File: src/rtl/game_pkg.sv
// rtl/game_pkg.sv - shared types and constants for the collision/scoring stage
package game_pkg;

   typedef enum logic [1:0] {
      ST_IDLE,
      ST_EVAL,
      ST_HIT,
      ST_LOCKOUT
   } collision_state_e;

   typedef logic [3:0] bcd_digit_t;

   typedef struct packed {
      logic [9:0] left;
      logic [9:0] right;
      logic [9:0] top;
      logic [9:0] bot;
   } box_t;

   localparam logic [15:0] SCORE_MAX_C = 16'h9999;

endpackage

File: src/rtl/bcd_counter4.sv
// rtl/bcd_counter4.sv - four-digit BCD counter, increments by one and saturates at 9999
module bcd_counter4
   import game_pkg::*;
(
   input  logic        clk_i,
   input  logic        reset_i,
   input  logic        inc_i,
   output logic [15:0] count_o
);

   logic [15:0] count_q, count_d;
   bcd_digit_t  digit;
   logic        carry;

   always_comb begin
      count_d = count_q;
      digit   = '0;
      carry   = 1'b0;
      if (inc_i && (count_q != SCORE_MAX_C)) begin
         carry = 1'b1;
         for (int i = 0; i < 4; i++) begin
            digit = count_q[i*4 +: 4];
            if (carry) begin
               if (digit == 4'd9) begin
                  digit = 4'd0;
               end else begin
                  digit = digit + 4'd1;
                  carry = 1'b0;
               end
            end
            count_d[i*4 +: 4] = digit;
         end
      end
   end

   always_ff @(posedge clk_i) begin
      if (reset_i) begin
         count_q <= '0;
      end else begin
         count_q <= count_d;
      end
   end

   assign count_o = count_q;

endmodule

File: src/rtl/collision_scorer.sv
// rtl/collision_scorer.sv - per-frame bullet/enemy hit detection, BCD score, life awards and landing detection
module collision_scorer
   import game_pkg::*;
#(
   parameter int unsigned life_interval_p = 10
)
(
   input  logic        clk_i,
   input  logic        reset_i,
   input  logic        frame_i,
   input  logic        bullet_valid_i,
   input  logic [9:0]  bullet_left_i,
   input  logic [9:0]  bullet_right_i,
   input  logic [9:0]  bullet_top_i,
   input  logic [9:0]  bullet_bot_i,
   input  logic [9:0]  enemy_left_i,
   input  logic [9:0]  enemy_right_i,
   input  logic [9:0]  enemy_top_i,
   input  logic [9:0]  enemy_bot_i,
   input  logic        enemy_dead_i,
   input  logic        enemy_landed_i,
   output logic        hit_enemy_o,
   output logic        enemy_hit_o,
   output logic        player_hit_o,
   output logic        add_life_o,
   output logic        game_over_o,
   output logic [15:0] score_bcd_o
);

   localparam logic [7:0] KILL_LAST_C = 8'(life_interval_p - 1);

   collision_state_e state_q, state_d;
   box_t             bullet_q, bullet_d, enemy_q, enemy_d;
   logic             valid_q, valid_d, dead_q, dead_d;
   logic             hit_q, hit_d, add_life_q, add_life_d;
   logic             player_hit_q, player_hit_d, game_over_q, game_over_d;
   logic             landed_q, landed_d;
   logic [7:0]       kill_q, kill_d;
   logic             overlap;

   // Strict compares: boxes sharing only an edge do not collide.
   assign overlap = (bullet_q.left < enemy_q.right) && (enemy_q.left < bullet_q.right) &&
                    (bullet_q.top  < enemy_q.bot)   && (enemy_q.top  < bullet_q.bot);

   always_comb begin
      state_d  = state_q;
      bullet_d = bullet_q;
      enemy_d  = enemy_q;
      valid_d  = valid_q;
      dead_d   = dead_q;
      hit_d    = 1'b0;
      unique case (state_q)
         ST_IDLE: begin
            if (frame_i) begin
               bullet_d = '{bullet_left_i, bullet_right_i, bullet_top_i, bullet_bot_i};
               enemy_d  = '{enemy_left_i, enemy_right_i, enemy_top_i, enemy_bot_i};
               valid_d  = bullet_valid_i;
               dead_d   = enemy_dead_i;
               state_d  = ST_EVAL;
            end
         end
         ST_EVAL: begin
            if (overlap && valid_q && !dead_q && !game_over_q) begin
               hit_d   = 1'b1;
               state_d = ST_HIT;
            end else begin
               state_d = ST_IDLE;
            end
         end
         ST_HIT: state_d = ST_LOCKOUT;
         ST_LOCKOUT: begin
            if (!bullet_valid_i) begin
               state_d = ST_IDLE;
            end
         end
         default: state_d = ST_IDLE;
      endcase
   end

   always_comb begin
      kill_d     = kill_q;
      add_life_d = 1'b0;
      if (hit_d) begin
         if (kill_q == KILL_LAST_C) begin
            kill_d     = '0;
            add_life_d = 1'b1;
         end else begin
            kill_d = kill_q + 8'd1;
         end
      end
   end

   // Landing is edge-detected on its own, regardless of the FSM state.
   always_comb begin
      landed_d     = enemy_landed_i;
      player_hit_d = enemy_landed_i && !landed_q;
      game_over_d  = game_over_q || player_hit_d;
   end

   always_ff @(posedge clk_i) begin
      if (reset_i) begin
         state_q      <= ST_IDLE;
         bullet_q     <= '0;
         enemy_q      <= '0;
         valid_q      <= 1'b0;
         dead_q       <= 1'b0;
         hit_q        <= 1'b0;
         add_life_q   <= 1'b0;
         kill_q       <= '0;
         landed_q     <= 1'b0;
         player_hit_q <= 1'b0;
         game_over_q  <= 1'b0;
      end else begin
         state_q      <= state_d;
         bullet_q     <= bullet_d;
         enemy_q      <= enemy_d;
         valid_q      <= valid_d;
         dead_q       <= dead_d;
         hit_q        <= hit_d;
         add_life_q   <= add_life_d;
         kill_q       <= kill_d;
         landed_q     <= landed_d;
         player_hit_q <= player_hit_d;
         game_over_q  <= game_over_d;
      end
   end

   bcd_counter4 u_score (
      .clk_i   (clk_i),
      .reset_i (reset_i),
      .inc_i   (hit_d),
      .count_o (score_bcd_o)
   );

   assign hit_enemy_o  = hit_q;
   assign enemy_hit_o  = hit_q;
   assign add_life_o   = add_life_q;
   assign player_hit_o = player_hit_q;
   assign game_over_o  = game_over_q;

endmodule

File: config.mk
export PLATFORM = sky130hd
export DESIGN_NAME = collision_scorer
export DESIGN_NICKNAME = d
export VERILOG_FILES = /design/src/rtl/game_pkg.sv /design/src/rtl/bcd_counter4.sv /design/src/rtl/collision_scorer.sv
export SDC_FILE = /design/constraint.sdc
export NUM_CORES = 1
export LEC_CHECK = 0
export CAP_MARGIN = 20
export CORE_UTILIZATION = 45
export CTS_CLUSTER_DIAMETER = 80
export DETAILED_ROUTE_END_ITERATION = 10
export PLACE_DENSITY = 0.74
export SYNTH_ARGS = -nofsm -noshare
export SYNTH_HDL_FRONTEND = slang
export SYNTH_HIERARCHICAL = 1
export SYNTH_SLANG_ARGS = --single-unit
File: constraint.sdc
create_clock -name clk_i -period 2.7 [get_ports clk_i]
set_input_delay 0.405 -clock clk_i [delete_from_list [all_inputs] [get_ports clk_i]]
set_output_delay 0.405 -clock clk_i [all_outputs]
set_load 0.02 [all_outputs]
== After elaboration in Yosys (flattened, before gate mapping) ==
Cells that the tools add are included.
Widths: inputs -> output; s select.

* Add/subtract/negate cells: 5
* Order comparisons: 4
* Equal/unequal tests: 11
* Muxes and demuxes: 20
* Bitwise logic cells: 1
* Reduce and logical (&&, ||, !) cells: 19

{| class="wikitable"
|+ Operator list
! operator !! count
|-
| $lt 10x10->1 || 4
|-
| $add 4x1->4 const B || 4
|-
| $eq 4x4->1 const B || 4
|-
| $mux 4 || 4
|-
| $ne 16x16->1 const B || 1
|-
| $mux 1 || 11
|-
| $reduce_and 2->1 || 5
|-
| $add 8x1->8 const B || 1
|-
| $eq 8x4->1 const B || 1
|-
| $logic_and 1x1->1 || 8
|-
| $mux 8 || 1
|-
| $pmux 2 s4 || 1
|-
| $mux 2 || 3
|-
| $eq 2x2->1 const B || 2
|-
| $ne 2x2->1 const B || 2
|-
| $logic_not 1->1 || 3
|-
| $eq 2x1->1 const B || 1
|-
| $logic_not 2->1 || 1
|-
| $reduce_or 2->1 || 1
|-
| $logic_or 1x1->1 || 1
|-
| $not 1->1 || 1
|}

* Register bits: 113
* Input bits: 86
* Word-level logic and storage cells: 81

== Logic depth before layout (Yosys ltp) ==
Gate-level depths: netlist of the first run.

* Depth after elaboration: 16
* Depth in mapped cells: 13
* Mapped depth without buffers: 12

== Cells and area by module ==
Netlist of the first run, hierarchy kept.

{| class="wikitable"
|+ By module, submodules not included
! module !! instances !! cells an instance !! area each (µm²)
|-
| collision_scorer || 1 || 564 || 4,508.1
|-
| bcd_counter4 || 1 || 99 || 843.3
|}

== Least setup slack after synthesis of the first run ==
OpenSTA, ideal clock, no wires.

* Kind: register to register
* Start: register bullet_q[23] in the netlist's numbering
* End: register u_score.count_q[11] (netlist: u_score/count_o[11])
* Setup time: 135 ps
* Arrival: 2,741 ps
* Data required time: 2,565 ps
* Slack: -175 ps
* Cell stages (with the launch flop): 14
* Clock period less this slack: 2,875 ps
* Cells stage by stage: dfxtp_1 > inv_1 > ha_1 > a21o_1 > a211oi_2 > o21ai_0 > a2111oi_4 > nand2_2 > inv_1 > and2_2 > clkbuf_1 > nand4_1 > o311ai_0 > o21ai_0

* Longest elaborated chain between the ends: 11

{| class="wikitable"
|+ RTL lines
! element !! RTL line !! source
|-
| from (decl) || collision_scorer.sv:33 || <nowiki>box_t bullet_q, bullet_d, enemy_q, enemy_d;</nowiki>
|-
| from (signal assigned) || collision_scorer.sv:115 || <nowiki>bullet_q <= bullet_d;</nowiki>
|-
| $lt 10x10->1 || collision_scorer.sv:42 || <nowiki>assign overlap = (bullet_q.left < enemy_q.right) && (enemy_q.left < bullet_q.right) &&</nowiki>
|-
| $logic_and 1x1->1 (2 in series) || collision_scorer.sv:42 ||
|-
| $logic_and 1x1->1 || collision_scorer.sv:43 || <nowiki>(bullet_q.top < enemy_q.bot) && (enemy_q.top < bullet_q.bot);</nowiki>
|-
| $logic_and 1x1->1 (3 in series) || collision_scorer.sv:63 || <nowiki>if (overlap && valid_q && !dead_q && !game_over_q) begin</nowiki>
|-
| $mux 1 || collision_scorer.sv:63 ||
|-
| $mux 1 || collision_scorer.sv:52 || <nowiki>unique case (state_q)</nowiki>
|-
| via hit_d || collision_scorer.sv:35 || <nowiki>logic hit_q, hit_d, add_life_q, add_life_d;</nowiki>
|-
| $logic_and 1x1->1 || bcd_counter4.sv:19 || <nowiki>if (inc_i && (count_q != SCORE_MAX_C)) begin</nowiki>
|-
| $reduce_and 2->1 (no line) || n/a ||
|-
| to (signal assigned) || bcd_counter4.sv:40 || <nowiki>count_q <= count_d;</nowiki>
|-
| to (decl) || bcd_counter4.sv:11 || <nowiki>logic [15:0] count_q, count_d;</nowiki>
|}

The timed path passes the listed nets, and every way through them passes these cells.
A chain may end at the register's enable or synchronous reset.

== Worst setup path after layout of the first run ==
* Start: register enemy_q[29] in the netlist's numbering
* End: register u_score.count_q[13] (netlist: u_score/count_o[13])

* Longest elaborated chain between the ends: 11

{| class="wikitable"
|+ RTL lines
! element !! RTL line !! source
|-
| from (decl) || collision_scorer.sv:33 ||
|-
| from (signal assigned) || collision_scorer.sv:116 || <nowiki>enemy_q <= enemy_d;</nowiki>
|-
| $lt 10x10->1 || collision_scorer.sv:42 ||
|-
| $logic_and 1x1->1 (2 in series) || collision_scorer.sv:42 ||
|-
| $logic_and 1x1->1 || collision_scorer.sv:43 ||
|-
| $logic_and 1x1->1 (3 in series) || collision_scorer.sv:63 ||
|-
| $mux 1 || collision_scorer.sv:63 ||
|-
| $mux 1 || collision_scorer.sv:52 ||
|-
| via hit_d || collision_scorer.sv:35 ||
|-
| $logic_and 1x1->1 || bcd_counter4.sv:19 ||
|-
| $reduce_and 2->1 (no line) || n/a ||
|}

The timed path passes the listed nets, and every way through them passes these cells.

==> flow_summary.toml, run 1 <==
[timing]
hold_viol_final = 0
fin_crit_sh_pct = 102
fin_setup_tns_ps = -43.0
fin_crit_ps = 2740
setup_ws_ps = -42.6
max_slew_margin_pct = 59.5
rsz0062_at_grt = "yes"
hold_ws_ps = 420
setup_viol = 2
worst_pin_slew_ps = 607
drv_slew = 0
fmax_mhz = 365
skew_ps = 9.43

[critical_path]
r2r_start = "enemy_q[29]"
slowest_stage = "or4b_4"
critPathMaxFanout = 4
cpPeakStageDelay_ps = 500
setup.worst_path.end_class = "flop"
crit_end = "u_score/count_o[13]"
r2r_cells = 11
startpoint = "enemy_q[29]"
regToRegSetupSlack_ps = -40
cp-start-kind = "flop"
reg2reg_to = "u_score/count_o[13]"
arrival_ps = 3080
crit_required_ps = 3040
worst-setup-path-type = "reg -> reg"
path_cells = "inv_1 -> ha_4 -> a222oi_1 -> nand4_1 -> a2111oi_4 -> nand2_2 -> inv_2 -> and2_4 -> nand3_2 -> or4b_4 -> a21oi_2"

[grt]
antenna_found_initial = 0
grt_max_degree = 59
grt_pass1_vias = 4859
grt_use_met2_pct = 39.1
grt-ovfl-total = 0
grt_use_total_pct = 22.7
grt_pass1_wl_um = 22300
use_met3_pct = 6.12
gr-max-usage-layer = "met2"
use_met1_pct = 26.9

[floorplan]
dieArea_um2 = 12300
die-width_um = 111
die_y_um = 111
initial_core_util_pct = 46.5
row_count = 39
coreArea_um2 = 11500
ios = 107

[finish]
final_common_cell = "nand2_1"
nNetsFinal = 906
final_cell_mix = "nand2_1, clkdlybuf4s50_1, dfxtp_1, a21oi_1, inv_1"
postLayoutCoreUtil_pct = 64.2
fin_area_um2 = 7400
stdcell_count = 937
syn_to_final_growth_pct = 38.2
layout-drive-gt1-share_pct = 13.9
antenna_cells = 0

[synthesis]
ys_seq_area_share_pct = 42.3
synth-edff-count = 0
ys_ff_latch = 113
yosysUniqueCellTypes = 66
synthArstFlopShare_pct = 0
syn_nets = 787
synth_area_um2 = 5350
syn_avg_cell_area_um2 = 8.07
synthCells = 663
yosys_warnings = 6
synthFlopType = "dfxtp_1"

[drt]
drt-vias-per-instance = 5.26
drc = 10
wl_per_cell_um = 14.3
finalWirelength_um = 13400
postRouteAntennaNets = 0
drt_iter0_drc = 393
drt_pass1_iterations = 8
num_vias = 4924

[outcome]
status = "finished, violations left"
failed_checks = "DRC, setup timing"

[placement]
routabilityCongestion = 0.919
hpwl_um = 9380
numPortBuffers = 106
dpl_worst_slack_ps = -169
dpl_cell_area_um2 = 6580
dp_cells = 897

[cts]
clk_pin_slew_ps = 50
htree_levels = 4
clock_latency_ps = 410
cts_tree = "yes"
cts.sinks = 113
ctsHoldBuffers = 0
clockBufferDepth = 2
cts-root-buf = "clkbuf_16"
cts_buffers = 17

[power_and_ir_drop]
ir_drop_mv = 0.368
p_leak_nw = 2.85
power_density_nw_per_um2 = 622
power.total_mw = 4.60

[run]
maxCapViolCount = 0

[hold_path]
min_path_type = "reg -> reg"
[routing by layer]
metal	routed length [um]	part of all wire, %
met5	0	0
met4	127	0.95
met3	665	5.0
met2	6630	49
met1	6000	45
[layout make-up]
cell class,count,area [um^2]
Timing Repair Buffer,131,1250
Fill cell,988,4120
Tap cell,143,179
Clock buffer,26,519
Sequential cell,113,2270
Inverter,44,165
Clock inverter,5,50.0
Multi-Input combinational cell,475,2960
[sequential cells by signal, indices dropped and copies added, names as in the netlist, named ones only]
register         flops
landed_q             1
player_hit_o         1
game_over_o          1
bullet_q            40
enemy_hit_o          1
u_score/count_o     16
valid_q              1
state_q              1
dead_q               1
enemy_q             40
add_life_o           1
kill_q               8
[how the worst min path moves through the flow]
stage	to	depth (start not counted)	startpoint	slack, ps
CTS	player_hit_o	1	landed_q	430
floorplan	player_hit_o	1	landed_q	380
global placement	player_hit_o	1	landed_q	420
finish	player_hit_o	1	landed_q	420
global route	player_hit_o	1	landed_q	430
detailed placement	player_hit_o	1	landed_q	420
[worst max-delay path: cells and delay by family, from the launching register on]
kind | cells | cell delay, ps
simple gates | 5 | 1080
compound gates | 3 | 900
buf+inv | 2 | 160
fa+ha+maj | 1 | 210
flops | 1 | 320
[kinds of logic after synthesis]
| family | synth area share (%) |
|---|---|
| AO/OA/AOI/OAI | 16.4 |
| XOR/XNOR | 0.491 |
| adder cells (fa/ha/maj) | 8.88 |
| buffers and inverters | 5.66 |
| flip-flops | 42.3 |
| multiplexers | 1.01 |
| AND/OR/NAND/NOR | 25.3 |
[synthesized netlist by cell type, types with 2 or more instances]
master / instances / share of area [%]
ha_1: 38 / 8.9
nor2_1: 21 / 1.5
and3_2: 2 / 0.28
a21oi_1: 102 / 9.5
and4bb_2: 2 / 0.47
nand3_1: 12 / 1.1
xnor2_1: 2 / 0.33
a211oi_1: 3 / 0.42
and3_1: 5 / 0.58
mux2i_1: 2 / 0.37
nand2_1: 183 / 13
a21o_1: 5 / 0.70
nand4_1: 9 / 1.1
clkbuf_1: 27 / 1.9
nor3b_1: 4 / 0.56
nor4_1: 3 / 0.35
nor2b_1: 7 / 0.82
and4_1: 3 / 0.49
inv_1: 44 / 3.1
nor4b_1: 3 / 0.49
dfxtp_1: 113 / 42
mux2_2: 2 / 0.42
a222oi_1: 2 / 0.37
o21ai_0: 8 / 0.75
nand2b_1: 7 / 0.82
o21a_1: 3 / 0.42
nand3b_1: 2 / 0.28
a31oi_1: 4 / 0.47
nor3_1: 6 / 0.56
o221a_1: 3 / 0.63
[where the power goes]
part / internal, mW / total [mW] / switching [mW]
Clock: 1.40 / 2.12 / 0.722
Sequential: 1.75 / 1.80 / 0.0481
Combinational: 0.344 / 0.679 / 0.335
[what timing repair did]
action,in CTS,in global routing
pin swaps,12,11
buffers inserted,5,5
endpoints found under the setup margin,11,14
gates resized for setup,20,16
cloned,0,0
(Power assumes the default switching activity.)
==> run 2: changes to the inputs <==
--- a/config.mk
+++ b/config.mk
@@ -6,10 +6,12 @@
 export NUM_CORES = 1
 export LEC_CHECK = 0
 export CAP_MARGIN = 20
-export CORE_UTILIZATION = 45
+export CORE_UTILIZATION = 40
 export CTS_CLUSTER_DIAMETER = 80
 export DETAILED_ROUTE_END_ITERATION = 10
-export PLACE_DENSITY = 0.74
+export GPL_ROUTABILITY_DRIVEN = 0
+export PLACE_DENSITY = 0.67
+export SLEW_MARGIN = 20
 export SYNTH_ARGS = -nofsm -noshare
 export SYNTH_HDL_FRONTEND = slang
 export SYNTH_HIERARCHICAL = 1
==> run 2 against run 1 <==
  * The run ends with setup timing left
  * Worst hold slack worse by 72 ps
  * Via count is 1.0% lower
  * Cell count grew 2.6%
  * Critical path depth up 1
  * Clock skew fell by 2.1 ps
  * Global-route usage decreased by 2.4 points
  * Critical path type unchanged
==> flow_summary.toml, run 2 (synthesis results as in run 1) <==
[critical_path]
crit_cells = 12
crit_required_ps = 3040
cp-start-kind = "flop"
cpMostUsedCell = "inv_2"
arrival_ps = 3040
critPathMaxFanout = 3
setup.worst_path.end_class = "flop"
worst-setup-path-type = "reg -> reg"
reg2reg_to = "u_score/count_o[13]"
regToRegSetupSlack_ps = -2
cpPeakStageDelay_ps = 490
path_cells = "inv_2 -> ha_4 -> a21o_1 -> a211oi_2 -> o21ai_2 -> a2111oi_4 -> nand2_2 -> inv_2 -> and2_4 -> nand3_2 -> or4b_1 -> a21oi_1"
slowest_stage = "or4b_1"
r2r_cells = 12
r2r_start = "bullet_q[23]"
crit_family = "compound AO/OA/AOI/OAI gates"
critPathBufInv = 2

[cts]
cts-root-buf = "clkbuf_16"
clockBufferDepth = 2
cts.sinks = 113
htree_levels = 4
cts_buffers = 17
cts_tree = "yes"
clock_latency_ps = 410
ctsHoldBuffers = 0
clk_pin_slew_ps = 50

[drt]
drc = 0
num_vias = 4875
drt_pass1_iterations = 4
finalWirelength_um = 13600
wl_per_cell_um = 14.2
postRouteAntennaNets = 0
drt_iter0_drc = 234
drt-vias-per-instance = 5.07

[grt]
grt_pass1_vias = 4823
antenna_found_initial = 0
grt_use_total_pct = 20.2
grt_pass1_wl_um = 22500
grt-ovfl-total = 0
grt_max_degree = 60

[finish]
postLayoutCoreUtil_pct = 57.6
final_cell_mix = "nand2_1, dfxtp_1, clkdlybuf4s50_1, a21oi_1, inv_1"
syn_to_final_growth_pct = 38.2
layout-drive-gt1-share_pct = 11.7
final_common_cell = "nand2_1"
fillers = 1180
antenna_cells = 0
nNetsFinal = 900

[power_and_ir_drop]
power_density_nw_per_um2 = 654
ir_drop_mv = 0.340
p_leak_nw = 2.84

[timing]
drv_slew = 0
setup_ws_ps = -1.55
skew_ps = 7.31
rsz0062_at_grt = "yes"
fin_crit_ps = 2700
setup_viol = 1
worst_pin_slew_ps = 502
fmax_mhz = 370
fin_crit_sh_pct = 100
max_slew_margin_pct = 66.5
hold_viol_final = 0

[placement]
hpwl_um = 9580
numPortBuffers = 106
dpl_worst_slack_ps = -223

[outcome]
failed_checks = "setup timing"
status = "finished, violations left"

[floorplan]
dieArea_um2 = 13800
coreArea_um2 = 12800
ios = 107
die-width_um = 118
initial_core_util_pct = 41.7
row_count = 41
die_y_um = 118

[run]
maxCapViolCount = 0

[hold_path]
min_path_type = "in -> reg"
hold_start = "reset_i"
min_to = "enemy_q[23]"
hold_depth = 2
run 2: cell types whose count changed in the layout (fill, tap and decap cells not counted), sizes merged:
cell,before,now
buf,26,20
bufinv,1,5
clkbuf,26,20
clkinv,4,6
clkinvlp,0,1
run 2: what timing repair did:
item                                    in CTS  in global routing
endpoints found under the setup margin      12                 13
gates resized for setup                     16                  8
pin swaps                                    9                  8
buffers inserted                             2                  3
run 2: metal layers:
metal / vias to the layer above / global-route usage [%] / part of all wire [%]
met1: 2260 / 24.3 / 45
met4: 0 / 8.65 / 1.8
li1: 2482 / - / -
met3: 22 / 5.47 / 4.8
met2: 111 / 33.8 / 48
met5: - / 0 / 0
run 2: worst max-delay path by stage:
stage                 startpoint  slack (ps)                   to
CTS                  enemy_q[25]           6  u_score/count_o[13]
global placement    bullet_q[29]         -70  u_score/count_o[13]
floorplan            enemy_q[29]          10   u_score/count_o[9]
detailed placement  bullet_q[29]        -220  u_score/count_o[13]
finish              bullet_q[23]          -2  u_score/count_o[13]
global route         enemy_q[28]        -140  u_score/count_o[13]
run 2: area by class of cell:
class / instances / area (um^2) / area share (%)
well taps: 172 / 215 / 2.91
repair buffers: 125 / 1220 / 16.5
flip-flops and latches: 113 / 2270 / 30.7
inverters: 44 / 165 / 2.23
clock inverters: 12 / 188 / 2.54
multi-input cells: 475 / 2890 / 39.1
clock buffers: 20 / 447 / 6.04
run 2: through the flow:
stage | TNS, ps | instance area, um^2 | instances | power, mW | hold slack, ps
2_1_floorplan | 0 | 5360 | 663 | 2.18 | 379
3_3_place_gp | -118 | 6610 | 924 | 2.42 | 400
3_5_place_dp | -1330 | 6610 | 924 | 2.43 | 398
4_1_cts | 0 | 7330 | 958 | 4.87 | 328
5_1_grt | -861 | 7390 | 961 | 5.03 | 368
6_report | -1.55 | 7390 | 961 | 4.83 | 347
run 2: report_power, final:
group | leakage [nW] | total, mW | switching, mW | internal (mW)
combinational | 1.60 | 0.635 | 0.323 | 0.311
sequential | 0.926 | 1.80 | 0.0460 | 1.75
clock | 0.313 | 2.40 | 0.756 | 1.65
total | 2.84 | 4.83 | 1.13 | 3.71
==> run 3: changes to the inputs <==
--- a/config.mk
+++ b/config.mk
@@ -8,6 +8,7 @@
 export CAP_MARGIN = 20
 export CORE_UTILIZATION = 40
 export CTS_CLUSTER_DIAMETER = 80
+export CTS_CLUSTER_SIZE = 24
 export DETAILED_ROUTE_END_ITERATION = 10
 export GPL_ROUTABILITY_DRIVEN = 0
 export PLACE_DENSITY = 0.67
==> results of run 3 <==
The final DEF is identical to that of run 2; final timing and power are the same.
